## src/rtl/viewport_ctrl.sv

```systemverilog
// Viewport controller: registered colour path, prescaled start-up sequencer and button-driven origin pan.
// Build option VIEWPORT_WRAP_EN: origin coordinates wrap modulo (MAX+1) instead of clamping.
module viewport_ctrl #(
  parameter int unsigned CDEPTH       = 1,
  parameter int unsigned ORG_W        = 10,
  parameter int unsigned X_MAX        = 639,
  parameter int unsigned Y_MAX        = 479,
  parameter int unsigned X_INIT       = 300,
  parameter int unsigned Y_INIT       = 200,
  parameter int unsigned STEP         = 2,
  parameter int unsigned ACCEL_FRAMES = 16,
  parameter int unsigned DIV          = 4096,
  parameter int unsigned DISP_DELAY   = 6,
  parameter int unsigned CALC_DELAY   = 15
) (
  input  logic                  CLK,
  input  logic                  RST,
  input  logic                  vnotactive,
  input  logic                  up,
  input  logic                  down,
  input  logic                  left,
  input  logic                  right,
  input  logic [3*CDEPTH-1:0]   pix_in,
  output logic [CDEPTH-1:0]     red,
  output logic [CDEPTH-1:0]     green,
  output logic [CDEPTH-1:0]     blue,
  output logic [ORG_W-1:0]      originX,
  output logic [ORG_W-1:0]      originY,
  output logic                  disp_enable,
  output logic                  calc_enable,
  output logic                  tick
);

  localparam int unsigned PW = (DIV > 1) ? $clog2(DIV) : 1;
  localparam int unsigned SW = $clog2(CALC_DELAY + 1);
  localparam int unsigned HW = $clog2(ACCEL_FRAMES + 1);
  localparam int unsigned AW = ORG_W + 1;

  typedef enum logic [1:0] {
    ST_WAIT = 2'd0,
    ST_ARM  = 2'd1,
    ST_DONE = 2'd2
  } pan_state_t;

  pan_state_t    state;
  logic [PW-1:0] pre_cnt;
  logic [SW-1:0] su_cnt;
  logic [HW-1:0] hold_cnt;
  logic          any_btn;
  logic [AW-1:0] pan_step;
  logic [AW-1:0] x_next;
  logic [AW-1:0] y_next;

  // One bounded move of o by s; the extra bit keeps o+s free of overflow.
  function automatic logic [AW-1:0] pan_move(input logic [AW-1:0] o,
                                             input logic [AW-1:0] s,
                                             input logic [AW-1:0] mx,
                                             input logic          dec);
    logic [AW-1:0] sum;
    sum = o + s;
    if (dec) begin
`ifdef VIEWPORT_WRAP_EN
      pan_move = (o < s) ? (mx + AW'(1) - (s - o)) : (o - s);
`else
      pan_move = (o < s) ? '0 : (o - s);
`endif
    end else begin
`ifdef VIEWPORT_WRAP_EN
      pan_move = (sum > mx) ? (sum - (mx + AW'(1))) : sum;
`else
      pan_move = (sum > mx) ? mx : sum;
`endif
    end
  endfunction

  // Candidate origins for this cycle; up/left win over down/right.
  always_comb begin
    any_btn  = ~(up & down & left & right);
    pan_step = (hold_cnt < HW'(ACCEL_FRAMES)) ? AW'(STEP) : AW'(STEP * 4);
    x_next   = AW'(originX);
    y_next   = AW'(originY);
    if (!left)       x_next = pan_move(AW'(originX), pan_step, AW'(X_MAX), 1'b1);
    else if (!right) x_next = pan_move(AW'(originX), pan_step, AW'(X_MAX), 1'b0);
    if (!up)         y_next = pan_move(AW'(originY), pan_step, AW'(Y_MAX), 1'b1);
    else if (!down)  y_next = pan_move(AW'(originY), pan_step, AW'(Y_MAX), 1'b0);
  end

  // Prescaler and start-up sequencer; enables latch on the tick that leaves each delay value.
  always_ff @(posedge CLK or negedge RST) begin
    if (!RST) begin
      pre_cnt     <= '0;
      tick        <= 1'b0;
      su_cnt      <= '0;
      disp_enable <= 1'b0;
      calc_enable <= 1'b0;
    end else begin
      pre_cnt <= (pre_cnt == PW'(DIV - 1)) ? '0 : pre_cnt + PW'(1);
      tick    <= (pre_cnt == PW'(DIV - 2));
      if (tick) begin
        if (su_cnt != SW'(CALC_DELAY)) su_cnt <= su_cnt + SW'(1);
        if (su_cnt == SW'(DISP_DELAY)) disp_enable <= 1'b1;
        if (su_cnt == SW'(CALC_DELAY)) calc_enable <= 1'b1;
      end
    end
  end

  always_ff @(posedge CLK or negedge RST) begin
    if (!RST) begin
      {red, green, blue} <= '1;
    end else if (disp_enable) begin
      {red, green, blue} <= pix_in;
    end
  end

  // Pan FSM: a single ARM cycle per blanking interval commits at most one move.
  always_ff @(posedge CLK or negedge RST) begin
    if (!RST) begin
      state    <= ST_WAIT;
      hold_cnt <= '0;
      originX  <= ORG_W'(X_INIT);
      originY  <= ORG_W'(Y_INIT);
    end else begin
      case (state)
        ST_WAIT: if (vnotactive) state <= ST_ARM;
        ST_ARM: begin
          originX <= ORG_W'(x_next);
          originY <= ORG_W'(y_next);
          if (any_btn) begin
            state <= ST_DONE;
            if (hold_cnt != HW'(ACCEL_FRAMES)) hold_cnt <= hold_cnt + HW'(1);
          end else begin
            hold_cnt <= '0;
            if (!vnotactive) state <= ST_WAIT;
          end
        end
        ST_DONE: if (!vnotactive) state <= ST_WAIT;
        default: state <= ST_WAIT;
      endcase
    end
  end

endmodule

```

## config.mk

```make
export PLATFORM = sky130hd
export DESIGN_NAME = viewport_ctrl
export DESIGN_NICKNAME = d
export VERILOG_FILES = /design/src/rtl/viewport_ctrl.sv
export SDC_FILE = /design/constraint.sdc
export NUM_CORES = 1
export LEC_CHECK = 0
export CORE_UTILIZATION = 40
export CTS_CLUSTER_DIAMETER = 40
export CTS_CLUSTER_SIZE = 8
export DETAILED_ROUTE_END_ITERATION = 12
export GPL_ROUTABILITY_DRIVEN = 0
export HOLD_SLACK_MARGIN = 0.12
export PLACE_DENSITY = 0.69
export SYNTH_ARGS = -nofsm -noshare
export SYNTH_HDL_FRONTEND = slang
export SYNTH_SLANG_ARGS = --single-unit
```

## constraint.sdc

```tcl
create_clock -name CLK -period 2.3 [get_ports CLK]
set_input_delay 0.46 -clock CLK [delete_from_list [all_inputs] [get_ports CLK]]
set_output_delay 0.46 -clock CLK [all_outputs]
set_load 0.01 [all_outputs]
```

==> results of run 1 <==
[layout by cell type, fill, tap and decap left out, drive strengths merged, types with 2 or more instances in the layout]
master         Yosys  routed
a211oi             4       4
a21o               2       2
a21oi             22      22
a221o              2       2
a22oi              3       3
a31oi              4       4
a41o               2       2
and3b              2       2
and4               3       3
buf                7      36
bufinv             0       2
clkbuf            13       5
clkdlybuf4s50      0      34
dfrtp             39      39
dfstp             10      10
ha                18      18
inv               19      19
mux2               5       5
mux2i              4       4
nand2             33      33
nand2b             4       4
nand3             14      14
nand4              7       7
nand4b             3       3
nor2              33      33
nor2b              9       9
nor3              24      24
nor3b              2       2
nor4               3       3
o2111ai            2       2
o211a              3       3
o211ai             5       5
o21ai             34      34
o22a               2       2
o22ai              5       5
o311ai             4       4
or4                6       6
xnor2              4       4
xor2               9       9
[through the flow]
stage / cells / cell area, um2 / hold slack (ns)
final: 537 / 4100 / 0.251
after global routing: 537 / 4100 / 0.297
after CTS: 534 / 4040 / 0.277
after detailed placement: 526 / 3900 / 0.469
after global placement: 526 / 3900 / 0.457
after floorplan: 377 / 3280 / 0.164
[final cells by class]
cell class	count	area, um2	area share [%]
inverter	19	71.3	1.74
sequential	49	1240	30.2
multi-input combinational	289	1920	46.8
tap	102	128	3.12
clock buffer	5	68.8	1.68
timing repair buffer	70	608	14.8
clock inverter	3	65.1	1.59
[worst max-delay path by stage]
stage	to	cells past startpoint	startpoint	slack, ns
detailed placement	originX[6]	7	originX[3]	0.01
CTS	originX[6]	7	originX[3]	0.008
finish	originY[9]	6	originY[3]	0.06
global route	originY[9]	9	originY[1]	-0.03
global placement	originY[9]	9	hold_cnt[4]	0.06
floorplan	originX[6]	8	hold_cnt[4]	0.002
[sequential cells by signal, indices dropped and copies added, names as in the netlist, 2 cells and up]
name and count:
originY 10, su_cnt 4, hold_cnt 5, state 2, pre_cnt 12, originX 10
[worst register-to-register path: cells and delay by family (launching register included)]
kind	cells	cell delay, ns
compound gates	3	0.67
simple gates	2	0.63
flops	1	0.56
fa+ha+maj	1	0.32
[report_power, final]
part / internal (uW) / switching, uW
registers: 1100 / 270
clock network: 433 / 312
logic: 1020 / 1110
total: 2550 / 1690
[metal layers]
metal	wire [um]	GRT usage, %	part of all wire, %	vias up
met5	0	0	0	-
met3	345	2.63	4.3	8
met4	71	4.82	0.89	0
met1	3870	27.1	49	1442
li1	-	-	-	1494
met2	3680	30.7	46	93
[cell families after synthesis]
group                    count (synthesis)
flip-flops                              49
AO/OA/AOI/OAI                          103
multiplexers                             9
adder cells (fa/ha/maj)                 18
XOR/XNOR                                13
buffers and inverters                   39
AND/OR/NAND/NOR                        146
[what timing repair did]
action	4_1_cts	5_1_grt
buffers inserted	0	3
gates resized for setup	1	11
pin swaps	1	4
hold endpoints to repair	0	0
setup endpoints to repair	1	14
==> metrics.txt, run 1 <==
Clock Path Buffers 2; root buffer cell clkbuf_8; die width 92.5 um; Site Rows 32; Post-synth ARST share 100%; CP required 2.54 ns; Max-slew headroom 56.9%; GRT Overall Usage 19.1%; chip height 92.5 um; first-pass GRT wire length 13300 um; post-route setup slack 0.0645 ns; max_cap viols 0; latest clock arrival within the worst-skew pair 0.31 ns; Worst Path Arrival 2.47 ns; DRT Pass-1 Iters 5; most common cell in the synthesized netlist dfrtp_1; clk_skew 0.0179 ns; Max stage delay on crit path 0.56 ns; XOR/XNOR Fraction of Synth Area 3.48%; Sinks on Clock Net 49; main combinational cell family by area after synthesis simple AND/OR/NAND/NOR gates; Post-synth EDFFs 0; Worst path slowest cell dfstp_2; Post-synth top flop dfrtp_1; worst path cell trace ha_2, a2111o_1, or4_4, nor3_1, a21oi_1, o22ai_1; Synth top cells by count dfrtp_1, nand2_1, nor2_1, o21ai_0, nor3_1; DP HPWL 5650 um; final hold violations 0; Design Power 4250 uW; simple-gate share of the synthesized area 22.8%; clock slew at reported path FFs 0.11 ns; Netlist Area Pre-Place 3270 um2; Final Max Slew Viols 0; share of cells above drive strength 1 18.4%; Remaining DRCs 0; DR vias/cell 5.66; area delta synth->final 25.1%; post-synthesis register bit count 49; largest net degree at the start of global routing 50; number of global-route vias before repair 2831; pwr dens 1040 nW/um2; Final ANT Viol Nets 0; Post-Syn Instances 377; initial drt markers 214; worst r2r path cells 6; Initial Utilization 41.9%; Routed WL per cell 14.8 um; post-layout utilization of the core 52.5%; fill count 726; Synth Area in Adders 6.88%; mux share of post-synthesis cell area 2.94%; vias 3037; Synthesis Warnings 0; Routed Wire Length 7970 um; status finished, final reports clean; antenna cell count 0; share of the synthesized area in the top cell type 29.8%; Synth Area in Compound Gates 21.2%; IO Count 36; Core ar. 7810 um2; number of buffer cells added on primary ports 35; period utilisation layout 97.2%; Worst Setup End Kind flop; pre-CTS setup slack 0.0126 ns; largest area contributor in the netlist dfrtp_1; Net Count, Synth 405; top achievable clock speed 0.447 GHz; worst flop-to-flop path endpoint originY[9]; peak supply drop 0.360 mV; grt ovf 0; setup TNS 0 ns; fin nets 462; delay-heaviest family, CP compound AO/OA/AOI/OAI gates; largest cells by area after synthesis dfrtp_1, dfstp_2, ha_1, o21ai_0, nand2_1; CP Class flop to flop; unrepaired setup endpoints after global routing yes; Reg-to-Reg Start originY[3]; CTS H-tree lvls 2; setup violators final 0; Seq/Total Area, Yosys 37.8%; Mean Syn Cell Area 8.69 um2; CP Launch Type flop; setup slack, reg-to-reg 0.06 ns; min cycle time layout 2.24 ns; cts bufs inserted 5; hold_buf cts 0; die area 8550 um2; WP buf/inv 0; hold crit path type input port to asynchronous set/reset pin; initial antenna violation count 0; CTS tree built; Worst-Margin Slew 0.641 ns; P_leak 0.00173 uW; Max FO, Critical Path 7; post-synth cell types 61
No activity file was read; power rests on OpenSTA's default activity.
==> run 2, diff against run 1 <==
--- a/config.mk
+++ b/config.mk
@@ -5,6 +5,7 @@
 export SDC_FILE = /design/constraint.sdc
 export NUM_CORES = 1
 export LEC_CHECK = 0
+export CORE_ASPECT_RATIO = 0.8
 export CORE_UTILIZATION = 40
 export CTS_CLUSTER_DIAMETER = 40
 export CTS_CLUSTER_SIZE = 8
==> run 2 against run 1 <==
Power down 1.2%. Non-clock buffer count up 3. Hold slack worse by 0.13 ns. Clock power down 25%. Critical endpoint is now originY[0]. Highest routed layer unchanged.
==> metrics.txt, run 2 (synthesis results as in run 1) <==
root buffer cell clkbuf_8; die width 103 um (+12%); biggest registers after layout pre_cnt x12, originX x10, originY x10; antenna cell count 0 (unchanged); Worst Setup End Kind flop; max FFs per register 12 (unchanged); worst path cell trace ha_4, and3b_2, nor3_4, o211a_1, o22a_1, o211ai_1, buf_4, nand2_1; min cycle time layout 2.28 ns (+0.0484 ns); pwr dens 1010 nW/um2 (-2.9%); Worst-Margin Slew 0.632 ns (-0.00886 ns); Core ar. 7950 um2 (+1.8%); Routed WL per cell 15.2 um (+2.8%); largest net degree at the start of global routing 23 (-54%); Max FO, Critical Path 5 (-2); number of buffer cells added on primary ports 35 (unchanged); Clock Path Buffers 2 (unchanged); CP Launch Type flop; IO Count 36 (unchanged); fill count 726 (unchanged); Sinks on Clock Net 49 (unchanged); status finished, final reports clean; hold crit path type input port to asynchronous set/reset pin; die area 8550 um2 (about the same); most frequent cells in the layout dfrtp_1, buf_4, clkdlybuf4s50_1; DRT Pass-1 Iters 5 (unchanged); post-layout utilization of the core 52.4% (about the same); Remaining DRCs 0 (unchanged); clock slew at reported path FFs 0.10 ns (about the same); initial drt markers 152 (-29%); CTS tree built; delay-heaviest family, CP compound AO/OA/AOI/OAI gates; period utilisation layout 99.3% (+2.1 points); Worst path slowest cell dfstp_2; Final Max Slew Viols 0 (unchanged); Final ANT Viol Nets 0 (unchanged); cts bufs inserted 5 (unchanged); area delta synth->final 27.2%; worst r2r path cells 8 (+2); worst flop-to-flop path endpoint originY[0]; first-pass GRT wire length 14300 um (+7.4%); Biggest register pre_cnt; share of cells above drive strength 1 21.2% (+2.8 points); DR vias/cell 5.65 (-0.13%); chip height 82.9 um (-10%); Initial Utilization 41.2% (-0.73 points); dpl cells 535 (+1.7%); CTS H-tree lvls 2 (unchanged); fin nets 465 (+0.65%); Crit. Startpoint originY[3]; Max stage delay on crit path 0.59 ns (+0.03 ns); vias 3084 (+1.5%); setup TNS 0 ns (unchanged); final hold violations 0 (unchanged); storage element area 1240 um2 (+0.10%); grt ovf 0 (unchanged); latest clock arrival within the worst-skew pair 0.31 ns (about the same); multi-input logic area 1990 um2 (+3.9%); setup slack, reg-to-reg 0.02 ns (-0.05 ns); hold_buf cts 0 (unchanged); max_cap viols 0 (unchanged); DP HPWL 6050 um (+7.0%); Design Power 4200 uW (-1.2%); setup violators final 0 (unchanged); worst setup path endpoint originY[0]; hold_ws 0.117 ns (-0.134 ns); P_leak 0.00173 uW (about the same); peak supply drop 0.421 mV (+17%); non-filler cells, final 546 (+1.7%); critical path depth 8 (+2); Routed Wire Length 8330 um (+4.5%); CP required 2.50 ns (-0.04 ns); Site Rows 29 (-9.4%); Max-slew headroom 57.5% (+0.60 points); clk_skew 0.0155 ns (-0.00243 ns); Worst Path Arrival 2.48 ns (about the same); CP Class flop to flop; GRT Overall Usage 20.7% (+1.6 points); top achievable clock speed 0.438 GHz (-2.1%); initial antenna violation count 0 (unchanged); WP buf/inv 1 (+1); number of global-route vias before repair 3055 (+7.9%); Reg-to-Reg Start originY[3]
==> run 2: metrics by stage <==
step                      worst slack, ns  cell area (um2)
after floorplan                   0.00204             3280
after global placement           -0.00179             3930
after detailed placement          -0.0585             3930
after CTS                          0.0159             4050
after global routing              -0.0572             4170
final                              0.0161             4170
==> run 2: worst reg2reg max path, cell delays in order (launching register included) <==
cell	delay (ns)
dfstp_2	0.59
ha_4	0.23
and3b_2	0.34
nor3_4	0.06
o211a_1	0.21
o22a_1	0.25
o211ai_1	0.29
buf_4	0.17
nand2_1	0.05
==> run 2: area by class of cell <==
class | count | share of cell area, %
multi-input combinational | 289 | 47.7
sequential | 49 | 29.8
timing repair buffer | 73 | 15.1
tap | 108 | 3.24
inverter | 19 | 1.77
clock buffer | 5 | 1.65
clock inverter | 3 | 0.691
==> run 2: where the power goes <==
| part | leakage, uW | total (uW) | switching, uW | internal [uW] |
|---|---|---|---|---|
| clock network | 0.0000506 | 562 | 334 | 228 |
| registers | 0.000578 | 1420 | 312 | 1100 |
| logic | 0.00110 | 2220 | 1150 | 1070 |
| total | 0.00173 | 4200 | 1790 | 2410 |
==> run 2: worst min-delay path by stage <==
stage	from	end	cells after the start
2_1_floorplan	RST	calc_enable	0
3_3_place_gp	calc_enable	calc_enable	1
3_5_place_dp	RST	originY[9]	1
4_1_cts	RST	su_cnt[1]	1
5_1_grt	RST	su_cnt[0]	1
6_report	RST	originY[9]	1
==> run 2: repair_timing <==
item	4_1_cts	5_1_grt
setup endpoints to repair	10	16
resized for setup	4	23
buffers inserted	1	2
pin swaps	1	7
==> run 2: layer usage <==
metal	global-route usage [%]	up-vias	share of wire (%)
li1	-	1505	-
met1	30.6	1474	47
met2	32.0	97	45
met3	3.20	8	6.4
met4	4.35	0	1.1
met5	0	-	0
==> edit 1 (settings of run 1) <==
Set the parameter `ORG_W` to 5 (it was 10).
--- a/src/rtl/viewport_ctrl.sv
+++ b/src/rtl/viewport_ctrl.sv
@@ -4,3 +4,3 @@
   parameter int unsigned CDEPTH       = 1,
-  parameter int unsigned ORG_W        = 10,
+  parameter int unsigned ORG_W        = 5,
   parameter int unsigned X_MAX        = 639,
Ports: changed (resized originX and originY); port bits go from 36 to 26. No check against the original RTL was run, so the function may have changed too.
==> edit 1 against run 1 <==
Power is 45% lower. Combinational power fell by 62%. Wire length fell by 49%. Largest cell class unchanged. Critical endpoint is now originY[3]. Cell area shrank 35%. Setup slack better by 0.36 ns. Sequential cell count fell by 10. Synthesized area down 33%. Fmax increased by 19%. Critical path type is now flop to output pin.
==> edit 1: results (changes against run 1) <==
met1 Resource Use GR 20.0% (-7.1 points); sequential share of cell area 37.2% (+7.0 points); post-route non-filler standard cell count 320 (-40%); met3 Usage GRT 4.07% (+1.4 points); Max Clk Rate 533 MHz (+19%); fin nets 277 (-40%); area of the multi-input gates 1130 um2 (-41%); Final Hold Slack 0.471 ns (+0.220 ns); CP max FO 4 (-3); post-route cell area 2640 um2 (-35%); hold crit path type flop to flop; gate count of the mapped netlist 217 (-42%); CTS resizes 0 (-1); TritonRoute pass-1 iters 4 (-1); Worst Path Arrival 1.42 ns (-1.05 ns); first-pass GRT wire length 7170 um (-46%); leakage power 1.17 nW (-32%); number of multi-input logic gates 161 (-44%); post-DP HPWL 3000 um (-47%); port bufs 25 (-29%); post-synth cell types 47 (-23%); outcome finished, final reports clean; layout cells sized above 1 11.6% (-6.8 points); total track usage 15.3% (-3.8 points); vias in the first global route 1617 (-43%); Vias 1681 (-45%); Placed Instances 311 (-41%); post-synthesis sequential area ratio 44.8% (+7.0 points); r2r endpoint originY[2]; Synth Net Count 245 (-40%); ClkCell Share 4.26% (+0.99 points); Layout fillers 485 (-33%); R2R Setup Slk 0.46 ns (+0.40 ns); dpl ws 0.479 ns (+0.466 ns); R2R Path Start hold_cnt[4]
[edit 1: routing by layer]
layer  vias to the layer above  part of all wire [%]
met5                         -                     0
met4                         0                   1.4
met3                         4                   4.1
met2                        41                    45
met1                       796                    50
li1                        840                     -
[edit 1: cell families after synthesis]
family | count (synthesis) | synth area share [%]
AOI/OAI and AO/OA | 48 | 13.9
xor gates and xnor gates | 13 | 5.19
adders and majority gates | 18 | 10.3
buffers and inverters | 17 | 3.76
DFF | 39 | 44.8
muxes | 7 | 3.59
and+or+nand+nor | 75 | 18.5
[edit 1: worst max-delay path by stage]
stage,endpoint,depth (start not counted)
finish,originY[3],1
global route,originY[0],7
CTS,originY[3],1
detailed placement,hold_cnt[0],4
global placement,hold_cnt[0],4
floorplan,originY[4],7
[edit 1: power breakdown]
group	switching, mW	leakage [nW]	internal, mW
logic	0.394	0.641	0.409
clock network	0.253	0.0581	0.323
registers	0.145	0.473	0.809
total	0.791	1.17	1.54
==> edit 2 (flow settings as in run 1) <==
Without the edit above. Register the input `left` before use, cleared by the reset. The logic sees it one clock later. The other inputs are not delayed to match. Comments in the files are not updated.
--- a/src/rtl/viewport_ctrl.sv
+++ b/src/rtl/viewport_ctrl.sv
@@ -44,2 +44,12 @@
 
+  logic left_q;
+
+  always_ff @(posedge CLK or negedge RST) begin
+    if (!RST) begin
+      left_q <= '0;
+    end else begin
+      left_q <= left;
+    end
+  end
+
   pan_state_t    state;
@@ -77,3 +87,3 @@
   always_comb begin
-    any_btn  = ~(up & down & left & right);
+    any_btn  = ~(up & down & left_q & right);
     pan_step = (hold_cnt < HW'(ACCEL_FRAMES)) ? AW'(STEP) : AW'(STEP * 4);
@@ -81,3 +91,3 @@
     y_next   = AW'(originY);
-    if (!left)       x_next = pan_move(AW'(originX), pan_step, AW'(X_MAX), 1'b1);
+    if (!left_q)       x_next = pan_move(AW'(originX), pan_step, AW'(X_MAX), 1'b1);
     else if (!right) x_next = pan_move(AW'(originX), pan_step, AW'(X_MAX), 1'b0);
Formal check against the unedited RTL: not equivalent (Yosys sat finds a counterexample within 4 cycles, from zero or initial values and one cycle with RST low).
==> edit 2 against run 1 <==
Clock skew fell by 0.0053 ns. Synthesized area fell by 0.76%. Power fell by 6.0%. Largest cell class unchanged. Setup slack got worse by 0.011 ns. Core utilization barely moved. Largest power group unchanged. Cell area barely moved. Wire length rose by 2.0%. Fmax fell by 0.49%. Sequential cell count rose by 1.
==> edit 2: results (changes against run 1) <==
TritonRoute pass-1 iters 4 (-1); first-pass GRT wire length 13400 um (+0.78%); initial detailed-routing violation count 147 (-31%); hold crit path type flop to flop; synth top area cells dfrtp_1, dfstp_2, ha_1, o21ai_0, nand2_1; Placed Instances 511 (-2.9%); DR vias/cell 5.73 (+1.4%); Area after DPL 3830 um2 (-2.0%); dpl ws -0.0592 ns (-0.0718 ns); CP max FO 7 (unchanged); fin nets 449 (-2.8%); leakage power 1.72 nW (-0.64%); worst-skew pair later-pin latency 0.31 ns (about the same); post-DP HPWL 5800 um (+2.6%); total track usage 19.7% (+0.57 points); Final Skew 0.0126 ns (-0.00535 ns); post-synthesis sequential area ratio 38.9% (+1.1 points); maximum vdd ir drop 0.440 mV (+22%); Post-synth EDFFs 0 (unchanged); drt total wl 8120 um (+2.0%); antenna cells 0 (unchanged); Net Switching 1.55 mW (-8.2%); CP peak stage delay 0.36 ns (-0.20 ns); CTS buffer count 5 (unchanged); CTS H-Tree Depth 2 (unchanged); Layout fillers 718 (-1.1%); port bufs 35 (unchanged); CTS max path bufs 2 (unchanged); ys async rst share 100% (unchanged); initial antenna violation count 0 (unchanged); Synth Flop Type dfrtp_1; biggest regs pre_cnt (12), originX (10), originY (10); outcome finished, final reports clean; Critical Path Slowest Stage Cell dfrtp_1; post-synth cell types 69 (+13%); yosys warns 0 (unchanged); Slew @ Worst Pin 0.446 ns (-0.195 ns); layout cells sized above 1 19.4% (+1.0 points); vias in the first global route 2790 (-1.4%); Clock transition at path regs 0.10 ns; Worst Path Arrival 2.43 ns (-0.04 ns); clock root buffer clkbuf_8; largest net degree at the start of global routing 28 (-44%); synth cell count leaders dfrtp_1, nand2_1, o21ai_0; gate count of the mapped netlist 367 (-2.7%); Synth Net Count 395 (-2.5%); Vias 3004 (-1.1%)
edit 2: changes by cell type after synthesis, moves of 3 or more:
cell,change
o22ai_1,-4
or3_1,+3
or4_1,-4
inv_1,-3
o21ai_0,+3
o211a_1,-3
nor3_1,-10
o31ai_1,+3
a31oi_1,+3
edit 2: power by group through the flow:
stage / combinational [mW] / sequential, mW / clock [mW]
2_1_floorplan: 1.10 / 1.29 / 0
3_3_place_gp: 1.63 / 1.38 / 0
3_5_place_dp: 1.67 / 1.40 / 0
4_1_cts: 1.73 / 1.38 / 0.791
5_1_grt: 2.02 / 1.43 / 0.820
6_report: 1.83 / 1.39 / 0.776
edit 2: worst max-delay path, delay by kind of cell (launching register included):
kind,cells,cell delay (ns)
AOI/OAI and AO/OA,4,0.77
adders and majority gates,1,0.32
buffers and inverters,2,0.19
DFF,1,0.36
and+or+nand+nor,2,0.49
edit 2: metal layers:
metal | vias to the layer above | track usage, % | wire (um)
met5 | - | 0 | 0
met4 | 0 | 6.64 | 114
li1 | 1457 | - | -
met1 | 1454 | 26.9 | 3740
met2 | 81 | 31.9 | 3870
met3 | 12 | 2.99 | 404
edit 2: path summary, 6_finish.rpt:
kind                        startpoint         end  slack, ns  cells past startpoint
min in group asynchronous          RST  originY[9]       0.49                      2
setup / recovery           hold_cnt[4]  originY[1]       0.05                      9
setup reg to reg           hold_cnt[4]  originY[1]       0.05                      9
max in group asynchronous          RST        blue       1.19                      3
hold / removal                state[1]    state[0]       0.47                      1
hold reg to reg               state[1]    state[0]       0.47                      1
edit 2: final cells by class:
| class | count | area [um2] | area share, % |
|---|---|---|---|
| Clock inverter | 2 | 60.1 | 1.47 |
| Clock buffer | 6 | 82.6 | 2.02 |
| Sequential cell | 50 | 1260 | 30.8 |
| Timing Repair Buffer | 66 | 581 | 14.2 |
| Multi-Input combinational cell | 282 | 1920 | 46.9 |
| Tap cell | 102 | 128 | 3.11 |
| Inverter | 16 | 60.1 | 1.47 |
edit 2: what timing repair did:
action / CTS / global route
resized for setup: 2 / 23
buffers inserted: 3 / 1
setup endpoints to repair: 12 / 18
hold buffers: 1 / 0
hold endpoints to repair: 5 / 0
pin swaps: 2 / 5
edit 2: kinds of logic (layout without fill, tap and decap cells):
logic type	count (synthesis)	in the layout	share of synthesized area [%]
xor gates and xnor gates	13	13	3.50
DFF	50	50	38.9
adders and majority gates	18	18	6.93
AOI/OAI and AO/OA	106	106	21.8
muxes	7	7	2.31
buffers and inverters	35	90	4.62
and+or+nand+nor	138	138	21.9
